===== config.mk =====
export PLATFORM = sky130hd
export DESIGN_NAME = bar_level_writer
export DESIGN_NICKNAME = d
export VERILOG_FILES = /design/src/rtl/bar_level_writer.sv
export SDC_FILE = /design/constraint.sdc
export NUM_CORES = 1
export LEC_CHECK = 0
export CORE_MARGIN = 5
export CORE_UTILIZATION = 40
export DETAILED_ROUTE_END_ITERATION = 8
export HOLD_SLACK_MARGIN = 0.03
export PLACE_DENSITY = 0.63
export SYNTH_ARGS = -nofsm -noshare
export SYNTH_HDL_FRONTEND = slang
export SYNTH_SLANG_ARGS = --single-unit

===== constraint.sdc =====
create_clock -name MAX10_CLK1_50 -period 8.6 [get_ports MAX10_CLK1_50]
set_input_delay 1.72 -clock MAX10_CLK1_50 [delete_from_list [all_inputs] [get_ports MAX10_CLK1_50]]
set_output_delay 1.72 -clock MAX10_CLK1_50 [all_outputs]
set_load 0.01 [all_outputs]

===== src/rtl/bar_level_writer.sv =====
// Per-bar level store with peak capture and linear decay, published once per VGA frame on VS fall.
// Define BAR_PEAK_HOLD_EN to hold each new peak for HOLD_FRAMES frames before it starts decaying.
module bar_level_writer #(
    parameter int unsigned NUM_BARS    = 10,
    parameter int unsigned LEVEL_W     = 10,
    parameter int unsigned MAX_LEVEL   = 479,
    parameter int unsigned DECAY_STEP  = 4,
    parameter int unsigned HOLD_FRAMES = 15,
    localparam int unsigned BAND_W     = (NUM_BARS > 1) ? $clog2(NUM_BARS) : 1
) (
    input  logic                        MAX10_CLK1_50,
    input  logic                        Reset,
    input  logic                        lvl_valid,
    output logic                        lvl_ready,
    input  logic [BAND_W-1:0]           lvl_band,
    input  logic [LEVEL_W-1:0]          lvl_value,
    input  logic                        VGA_VS,
    output logic [NUM_BARS*LEVEL_W-1:0] bar_y,
    output logic                        frame_tick,
    output logic                        bad_band
);

    localparam logic [LEVEL_W-1:0] LvlMax    = LEVEL_W'(MAX_LEVEL);
    localparam logic [LEVEL_W-1:0] DecayStep = LEVEL_W'(DECAY_STEP);

    if ((64'(MAX_LEVEL) >= (64'd1 << LEVEL_W)) || (HOLD_FRAMES > 32'hFFFF) || (NUM_BARS == 0))
    begin : g_param_check
        $error("bar_level_writer: invalid parameter combination");
    end

    // Reset: asynchronous assert, release synchronised to the clock
    logic [1:0] r_rst_sync;
    logic       w_rst_n;

    always_ff @(posedge MAX10_CLK1_50 or negedge Reset) begin
        if (!Reset) begin
            r_rst_sync <= 2'b00;
        end else begin
            r_rst_sync <= {r_rst_sync[0], 1'b1};
        end
    end

    assign w_rst_n = r_rst_sync[1];

    // VS synchroniser plus history flop; idle-high reset avoids a spurious edge on release
    logic r_vs_s1;
    logic r_vs_s2;
    logic r_vs_hist;
    logic w_vs_fall;

    always_ff @(posedge MAX10_CLK1_50 or negedge w_rst_n) begin
        if (!w_rst_n) begin
            r_vs_s1   <= 1'b1;
            r_vs_s2   <= 1'b1;
            r_vs_hist <= 1'b1;
        end else begin
            r_vs_s1   <= VGA_VS;
            r_vs_s2   <= r_vs_s1;
            r_vs_hist <= r_vs_s2;
        end
    end

    assign w_vs_fall = r_vs_hist & ~r_vs_s2;

    // Ready drops exactly in the tick cycle so writes never collide with publish/decay
    logic r_tick;
    logic r_ready;
    logic r_bad;

    always_ff @(posedge MAX10_CLK1_50 or negedge w_rst_n) begin
        if (!w_rst_n) begin
            r_tick  <= 1'b0;
            r_ready <= 1'b0;
        end else begin
            r_tick  <= w_vs_fall;
            r_ready <= ~w_vs_fall;
        end
    end

    logic               w_accept;
    logic               w_band_ok;
    logic [LEVEL_W-1:0] w_wr_val;

    assign w_accept  = lvl_valid & r_ready;
    assign w_band_ok = (32'(lvl_band) < NUM_BARS);
    assign w_wr_val  = (32'(lvl_value) > MAX_LEVEL) ? LvlMax : lvl_value;

    always_ff @(posedge MAX10_CLK1_50 or negedge w_rst_n) begin
        if (!w_rst_n) begin
            r_bad <= 1'b0;
        end else if (w_accept && !w_band_ok) begin
            r_bad <= 1'b1;
        end
    end

    logic [LEVEL_W-1:0]  r_level   [NUM_BARS];
    logic [LEVEL_W-1:0]  w_decayed [NUM_BARS];
    logic [NUM_BARS-1:0] w_hit;
    logic [NUM_BARS-1:0] w_holding;

    always_comb begin
        w_hit = '0;
        for (int i = 0; i < NUM_BARS; i++) begin
            w_decayed[i] = '0;
            w_hit[i]     = w_accept && w_band_ok && (32'(lvl_band) == 32'(i)) &&
                           (w_wr_val > r_level[i]);
            if (r_level[i] > DecayStep) begin
                w_decayed[i] = r_level[i] - DecayStep;
            end
        end
    end

`ifdef BAR_PEAK_HOLD_EN
    localparam int unsigned HoldW = (HOLD_FRAMES > 0) ? $clog2(HOLD_FRAMES + 1) : 1;
    localparam logic [HoldW-1:0] HoldLoad = HoldW'(HOLD_FRAMES);

    logic [HoldW-1:0] r_hold [NUM_BARS];

    always_ff @(posedge MAX10_CLK1_50 or negedge w_rst_n) begin
        if (!w_rst_n) begin
            for (int i = 0; i < NUM_BARS; i++) begin
                r_hold[i] <= '0;
            end
        end else begin
            for (int i = 0; i < NUM_BARS; i++) begin
                if (r_tick) begin
                    if (r_hold[i] != '0) begin
                        r_hold[i] <= r_hold[i] - 1'b1;
                    end
                end else if (w_hit[i]) begin
                    r_hold[i] <= HoldLoad;
                end
            end
        end
    end

    always_comb begin
        w_holding = '0;
        for (int i = 0; i < NUM_BARS; i++) begin
            w_holding[i] = (r_hold[i] != '0);
        end
    end
`else
    assign w_holding = '0;
`endif

    always_ff @(posedge MAX10_CLK1_50 or negedge w_rst_n) begin
        if (!w_rst_n) begin
            for (int i = 0; i < NUM_BARS; i++) begin
                r_level[i] <= '0;
            end
        end else begin
            for (int i = 0; i < NUM_BARS; i++) begin
                if (r_tick) begin
                    if (!w_holding[i]) begin
                        r_level[i] <= w_decayed[i];
                    end
                end else if (w_hit[i]) begin
                    r_level[i] <= w_wr_val;
                end
            end
        end
    end

    // Snapshot takes the pre-decay level
    logic [NUM_BARS*LEVEL_W-1:0] r_bar_y;

    always_ff @(posedge MAX10_CLK1_50 or negedge w_rst_n) begin
        if (!w_rst_n) begin
            r_bar_y <= '0;
        end else if (r_tick) begin
            for (int i = 0; i < NUM_BARS; i++) begin
                r_bar_y[i*LEVEL_W +: LEVEL_W] <= r_level[i];
            end
        end
    end

    assign lvl_ready  = r_ready;
    assign frame_tick = r_tick;
    assign bad_band   = r_bad;
    assign bar_y      = r_bar_y;

endmodule


==> results.yml, run 1 <==
sta:
  slew_violations: 0
  finalSetupViolCount: 0
  fin_crit_sh: 0.619
  hold_violations: 0
  relSlewSlack: 0.155
  worst_slack_ns: 3.28
  worst_slew_pin_slew_ns: 1.26
  whs_ns: 0.330
  worst_clock_skew_ns: 0.0164
  rsz0062_at_grt: "no"
  period_needed_ns: 5.32
  max_freq_ghz: 0.188
  tns_ns: 0
global_routing:
  gr-total-overflow: 0
  grt_max_degree: 75
  grt_use_met3: 0.0349
  antenna_found_initial: 4
  use_met1: 0.263
  grt_usage: 0.189
  met2_usage: 0.306
  grt_pass1_vias: 9937
  gr-max-usage-layer: "met2"
  grt_pass1_wl_mm: 54.5
power:
  internal_power_mw: 3.04
  p_clk_frac: 0.225
  power_per_cell_area_nw_per_um2: 323
  power_mw: 4.84
  p_leak_nw: 6.58
  switching_share: 0.372
  irDropWorstVdd_uv: 163
  p_sw_mw: 1.80
  share_comb_of_total_power: 0.414
  seqPwrFrac: 0.361
logic_synthesis:
  synth_cell_types: 82
  ys_seq_elements: 208
  syn_inst: 1235
  synth_ff_type: "dfrtp_1"
  syn_avg_cell_area_um2: 10.1
  yosysSeqAreaShare: 0.417
  yosysWarnings: 0
  synth_area_um2: 12500
  async_reset_ff_frac: 1.00
  synth_edf_count: 0
placed_design:
  portBuffers: 120
  pre_cts_ws_ns: 2.75
  placed_cells: 1727
  placed_area_um2: 14100
  dp_hpwl_mm: 23.6
  place_congestion: 0.869
final_layout:
  finalNonFillerCells: 1772
  drive_gt1_frac: 0.138
  num_antenna_cells: 0
  final_util: 0.487
  fin_nets: 1496
  area_growth_pct: 19.9
  stdcell_area_um2: 15000
drt:
  avgRoutedWirePerCell_um: 19.2
  via_count: 10007
  antenna_left: 0
  first_pass_iters: 7
  routed_via_density: 5.65
  drc: 0
  drtIter0Drc: 812
  drt-total-wl_mm: 33.9
clock_tree:
  htree_num_levels: 1
  cts_tree: "yes"
  clock-root-buffer: "clkbuf_16"
  post-cts-setup-buffers: 0
  clk_pin_slew_ns: 0.06
  cts.sinks: 208
  cts_hold_buf: 0
  cts_buffer_depth: 3
  clk-insertion-delay-late_ns: 0.53
  cts_made_buffers: 25
  ctsResizeCount: 0
worst_setup_path:
  path_class: "in2reg"
  startpoint_type: "primary input"
  cp_max_fo: 17
  cp.required_ns: 9.01
  endpoint_kind: "flip-flop"
  cp_data_arrival_time_ns: 5.73
floorplan:
  num_rows: 64
  dieArea_um2: 34900
  start_util: 0.406
  die_w_um: 187
  die_h_um: 187
  ios: 121
  core-area_um2: 30700
hold_path:
  hold_path.class: "reg2async"
status:
  status: "completed"
run:
  drv_cap: 0
-- synth_stat cells (12+ instances only) --
cell type	instances	share of area
a21oi_1	59	0.024
ha_1	120	0.12
xnor2_1	17	0.012
nand4_1	28	0.014
a22o_1	15	0.011
nand3_1	17	0.0068
nor2_1	82	0.025
mux2_2	98	0.088
a31oi_1	12	0.0060
o21ai_0	54	0.022
dfrtp_1	205	0.41
o22ai_1	27	0.014
clkbuf_1	27	0.0081
nand2_1	66	0.020
mux2i_1	29	0.023
a21o_1	19	0.011
nor3_1	31	0.012
inv_1	123	0.037
a221o_1	16	0.013
-- state kept, by name (all words and copies together), names as in the netlist --
signal / flops
bar_y: 100
r_level: 100
r_rst_sync: 2
bad_band: 1
frame_tick: 1
lvl_ready: 1
r_vs_hist: 1
r_vs_s1: 1
r_vs_s2: 1
-- final timing paths --
| check | from | endpoint | slack (ns) | depth (start not counted) |
|---|---|---|---|---|
| setup / recovery | lvl_value[7] | r_level[61] | 3.28 | 12 |
| hold / removal | r_rst_sync[1] | bar_y[75] | 0.33 | 0 |
| setup reg to reg | frame_tick | r_level[85] | 5.61 | 5 |
| hold reg to reg | r_rst_sync[1] | bar_y[75] | 0.33 | 0 |
| max in group asynchronous | r_rst_sync[1] | bar_y[83] | 6.64 | 2 |
| min in group MAX10_CLK1_50 | r_rst_sync[0] | r_rst_sync[1] | 0.35 | 0 |
-- layer usage --
layer  wire length (um)  share of wire
met1              15500           0.46
met3               2160          0.064
met4                812          0.024
met2              15500           0.46
met5                 53         0.0016
-- final cells by class --
class | count | area, um2
fill | 2865 | 15800
multi-input combinational | 869 | 6670
sequential | 208 | 5220
timing repair buffer | 130 | 1280
clock buffer | 35 | 753
tap | 396 | 495
inverter | 124 | 465
clock inverter | 10 | 106
-- power by group through the flow --
| stage | logic (mW) | registers, mW | clock network (mW) |
|---|---|---|---|
| detailed placement | 2.00 | 1.76 | 0 |
| finish | 2.01 | 1.75 | 1.09 |
| CTS | 2.01 | 1.75 | 1.12 |
| global route | 2.25 | 1.81 | 1.16 |
| global placement | 1.95 | 1.76 | 0 |
| floorplan | 1.21 | 1.74 | 0 |
-- worst max-delay path: stages --
cell and delay (ns):
clkdlybuf4s50_1 0.41, and3_1 0.20, a21o_1 0.25, nor2_1 0.17, clkinv_1 0.61, ha_1 0.57, a21oi_1 0.06, o21ai_0 0.15
nand2b_1 0.08, a311oi_2 0.94, o21ai_0 0.24, a22o_1 0.28
-- cell usage in the layout, fill, tap and decap left out, drive strengths merged, types with 5 or more instances in the layout --
cell	count
a211oi	6
a21o	19
a21oi	59
a221o	16
a22o	15
a31oi	13
and2	8
buf	10
clkbuf	35
clkdlybuf4s50	120
clkinv	8
conb	11
dfrtp	205
ha	120
inv	123
mux2	98
mux2i	29
nand2	66
nand2b	7
nand3	17
nand4	28
nor2	83
nor2b	11
nor3	31
nor3b	8
nor4	7
o211ai	5
o21ai	63
o21bai	5
o221ai	7
o22ai	27
o311ai	9
o31ai	10
o32ai	6
or2	11
or3	5
or4	8
xnor2	17
-- logic make-up after synthesis --
group | after synthesis | synth area share
multiplexers | 127 | 0.112
flip-flops | 208 | 0.417
XOR/XNOR | 17 | 0.0119
AO/OA/AOI/OAI | 288 | 0.161
other | 2 | 0.000601
adder cells (fa/ha/maj) | 120 | 0.120
AND/OR/NAND/NOR | 306 | 0.125
buffers and inverters | 167 | 0.0525
No activity file was read; power rests on OpenSTA's default activity.
==> inputs of run 2 (changes only) <==
==> constraint.sdc (replaced) <==
create_clock -name MAX10_CLK1_50 -period 5.3 [get_ports MAX10_CLK1_50]
set_input_delay 1.06 -clock MAX10_CLK1_50 [delete_from_list [all_inputs] [get_ports MAX10_CLK1_50]]
set_output_delay 1.06 -clock MAX10_CLK1_50 [all_outputs]
set_load 0.01 [all_outputs]
==> run 2 against run 1 <==
Against the previous run: largest cell class unchanged; utilization grew 0.15 points; sequential share of layout area down 0.10 points; worst setup slack lost 2.5 ns; combinational power up 62%; largest power group unchanged; clock-buffer cell count is 3 lower; first-iteration DRC count up 5.2%; clock skew fell by 0.0095 ns.
==> results.yml, run 2 (synthesized netlist as in run 1, its figures left out) <==
worst_setup_path:
  reg2reg_depth: 8
  r2r_start: "r_level[4]"
  path_class: "in2reg"
  startpoint_type: "primary input"
  cp_data_arrival_time_ns: 4.97
  cp.required_ns: 5.71
  cp_max_fo: 13
  endpoint_kind: "flip-flop"
  r2r-end: "r_level[7]"
  r2r_setup_slack_ns: 2.48
sta:
  worst_slew_pin_slew_ns: 1.03
  whs_ns: 0.199
  rsz0062_at_grt: "no"
  slew_violations: 0
  worst_clock_skew_ns: 0.00689
  hold_violations: 0
  max_freq_ghz: 0.219
  tns_ns: 0
  period_needed_ns: 4.56
  relSlewSlack: 0.310
  finalSetupViolCount: 0
  fin_crit_sh: 0.860
placed_design:
  dp_hpwl_mm: 23.7
  portBuffers: 120
  place_congestion: 0.878
floorplan:
  ios: 121
  core-area_um2: 30700
  num_rows: 64
  die_h_um: 187
  start_util: 0.406
  die_w_um: 187
  dieArea_um2: 34900
final_layout:
  n_fill_cell: 2888
  area_growth_pct: 20.3
  regArea_um2: 5220
  drive_gt1_frac: 0.139
  fin_nets: 1504
  multi_input_area_um2: 6670
  mostFrequentLayoutCells: "dfrtp_1 (203), inv_1 (123), ha_1 (120), clkdlybuf4s50_1 (120), mux2_2 (98)"
  final_util: 0.489
  final_common_cell: "dfrtp_1"
  num_antenna_cells: 0
clock_tree:
  cts_hold_buf: 0
  cts.sinks: 208
  cts_buffer_depth: 3
  clk_pin_slew_ns: 0.06
  cts_made_buffers: 25
  cts_tree: "yes"
  clk-insertion-delay-late_ns: 0.53
  ctsResizeCount: 0
  clock-root-buffer: "clkbuf_16"
  post-cts-setup-buffers: 0
  htree_num_levels: 1
global_routing:
  grt_usage: 0.189
  grt_pass1_vias: 10058
  gr-total-overflow: 0
  grt_max_degree: 124
  antenna_found_initial: 2
  grt_pass1_wl_mm: 54.6
status:
  status: "completed"
drt:
  drt-total-wl_mm: 33.7
  drc: 0
  avgRoutedWirePerCell_um: 18.9
  drtIter0Drc: 854
  antenna_left: 0
  first_pass_iters: 6
  routed_via_density: 5.62
  via_count: 9990
power:
  power_per_cell_area_nw_per_um2: 523
  irDropWorstVdd_uv: 244
  p_leak_nw: 6.59
hold_path:
  hold_path.class: "reg2async"
run:
  drv_cap: 0
-- run 2: worst max-delay path by stage --
stage	start	to	slack (ns)	depth (start not counted)
floorplan	lvl_value[7]	r_level[34]	1.34	8
global placement	lvl_value[7]	r_level[7]	0.46	12
detailed placement	lvl_value[7]	r_level[7]	0.25	12
CTS	lvl_value[7]	r_level[7]	0.79	12
global route	lvl_value[6]	r_level[7]	0.51	12
finish	lvl_value[6]	r_level[7]	0.74	12
-- run 2: where the power goes --
| group | internal, mW | switching (mW) | leakage, nW |
|---|---|---|---|
| clock | 1.07 | 0.685 | 0.395 |
| combinational | 1.66 | 1.60 | 3.55 |
| sequential | 2.20 | 0.638 | 2.65 |
-- run 2: layer usage --
layer  vias to the layer above  share of wire  wire [um]  global-route usage
li1                       4788              -          -                   -
met1                      4871           0.46      15600               0.265
met2                       283           0.46      15400               0.308
met3                        44          0.064       2140              0.0377
met4                         4          0.016        550              0.0378
met5                         -        0.00056         19                   0
-- run 2: per-stage QoR --
step	setup WS (ns)	std cells	area, um2	power [mW]
5_1_grt	0.514	1779	15000	8.46
3_3_place_gp	0.463	1735	14200	6.01
3_5_place_dp	0.251	1735	14200	6.11
2_1_floorplan	1.34	1244	12500	4.79
6_report	0.741	1779	15000	7.85
4_1_cts	0.786	1779	15000	7.91
-- run 2: layout make-up --
| type | count | area share |
|---|---|---|
| Multi-Input combinational cell | 869 | 0.444 |
| Clock buffer | 32 | 0.0441 |
| Timing Repair Buffer | 138 | 0.0898 |
| Tap cell | 396 | 0.0330 |
| Sequential cell | 208 | 0.347 |
| Clock inverter | 12 | 0.0113 |
| Inverter | 124 | 0.0310 |
-- run 2: worst max-delay path: stages --
cell             delay [ns]
clkdlybuf4s50_1        0.43
and3_1                 0.19
a21o_1                 0.24
nor2_1                 0.15
clkinv_1               0.54
ha_1                   0.55
nand4_1                0.12
nor3_1                 0.07
nor4b_1                0.55
o41a_1                 0.55
o22ai_1                0.14
a221o_1                0.37
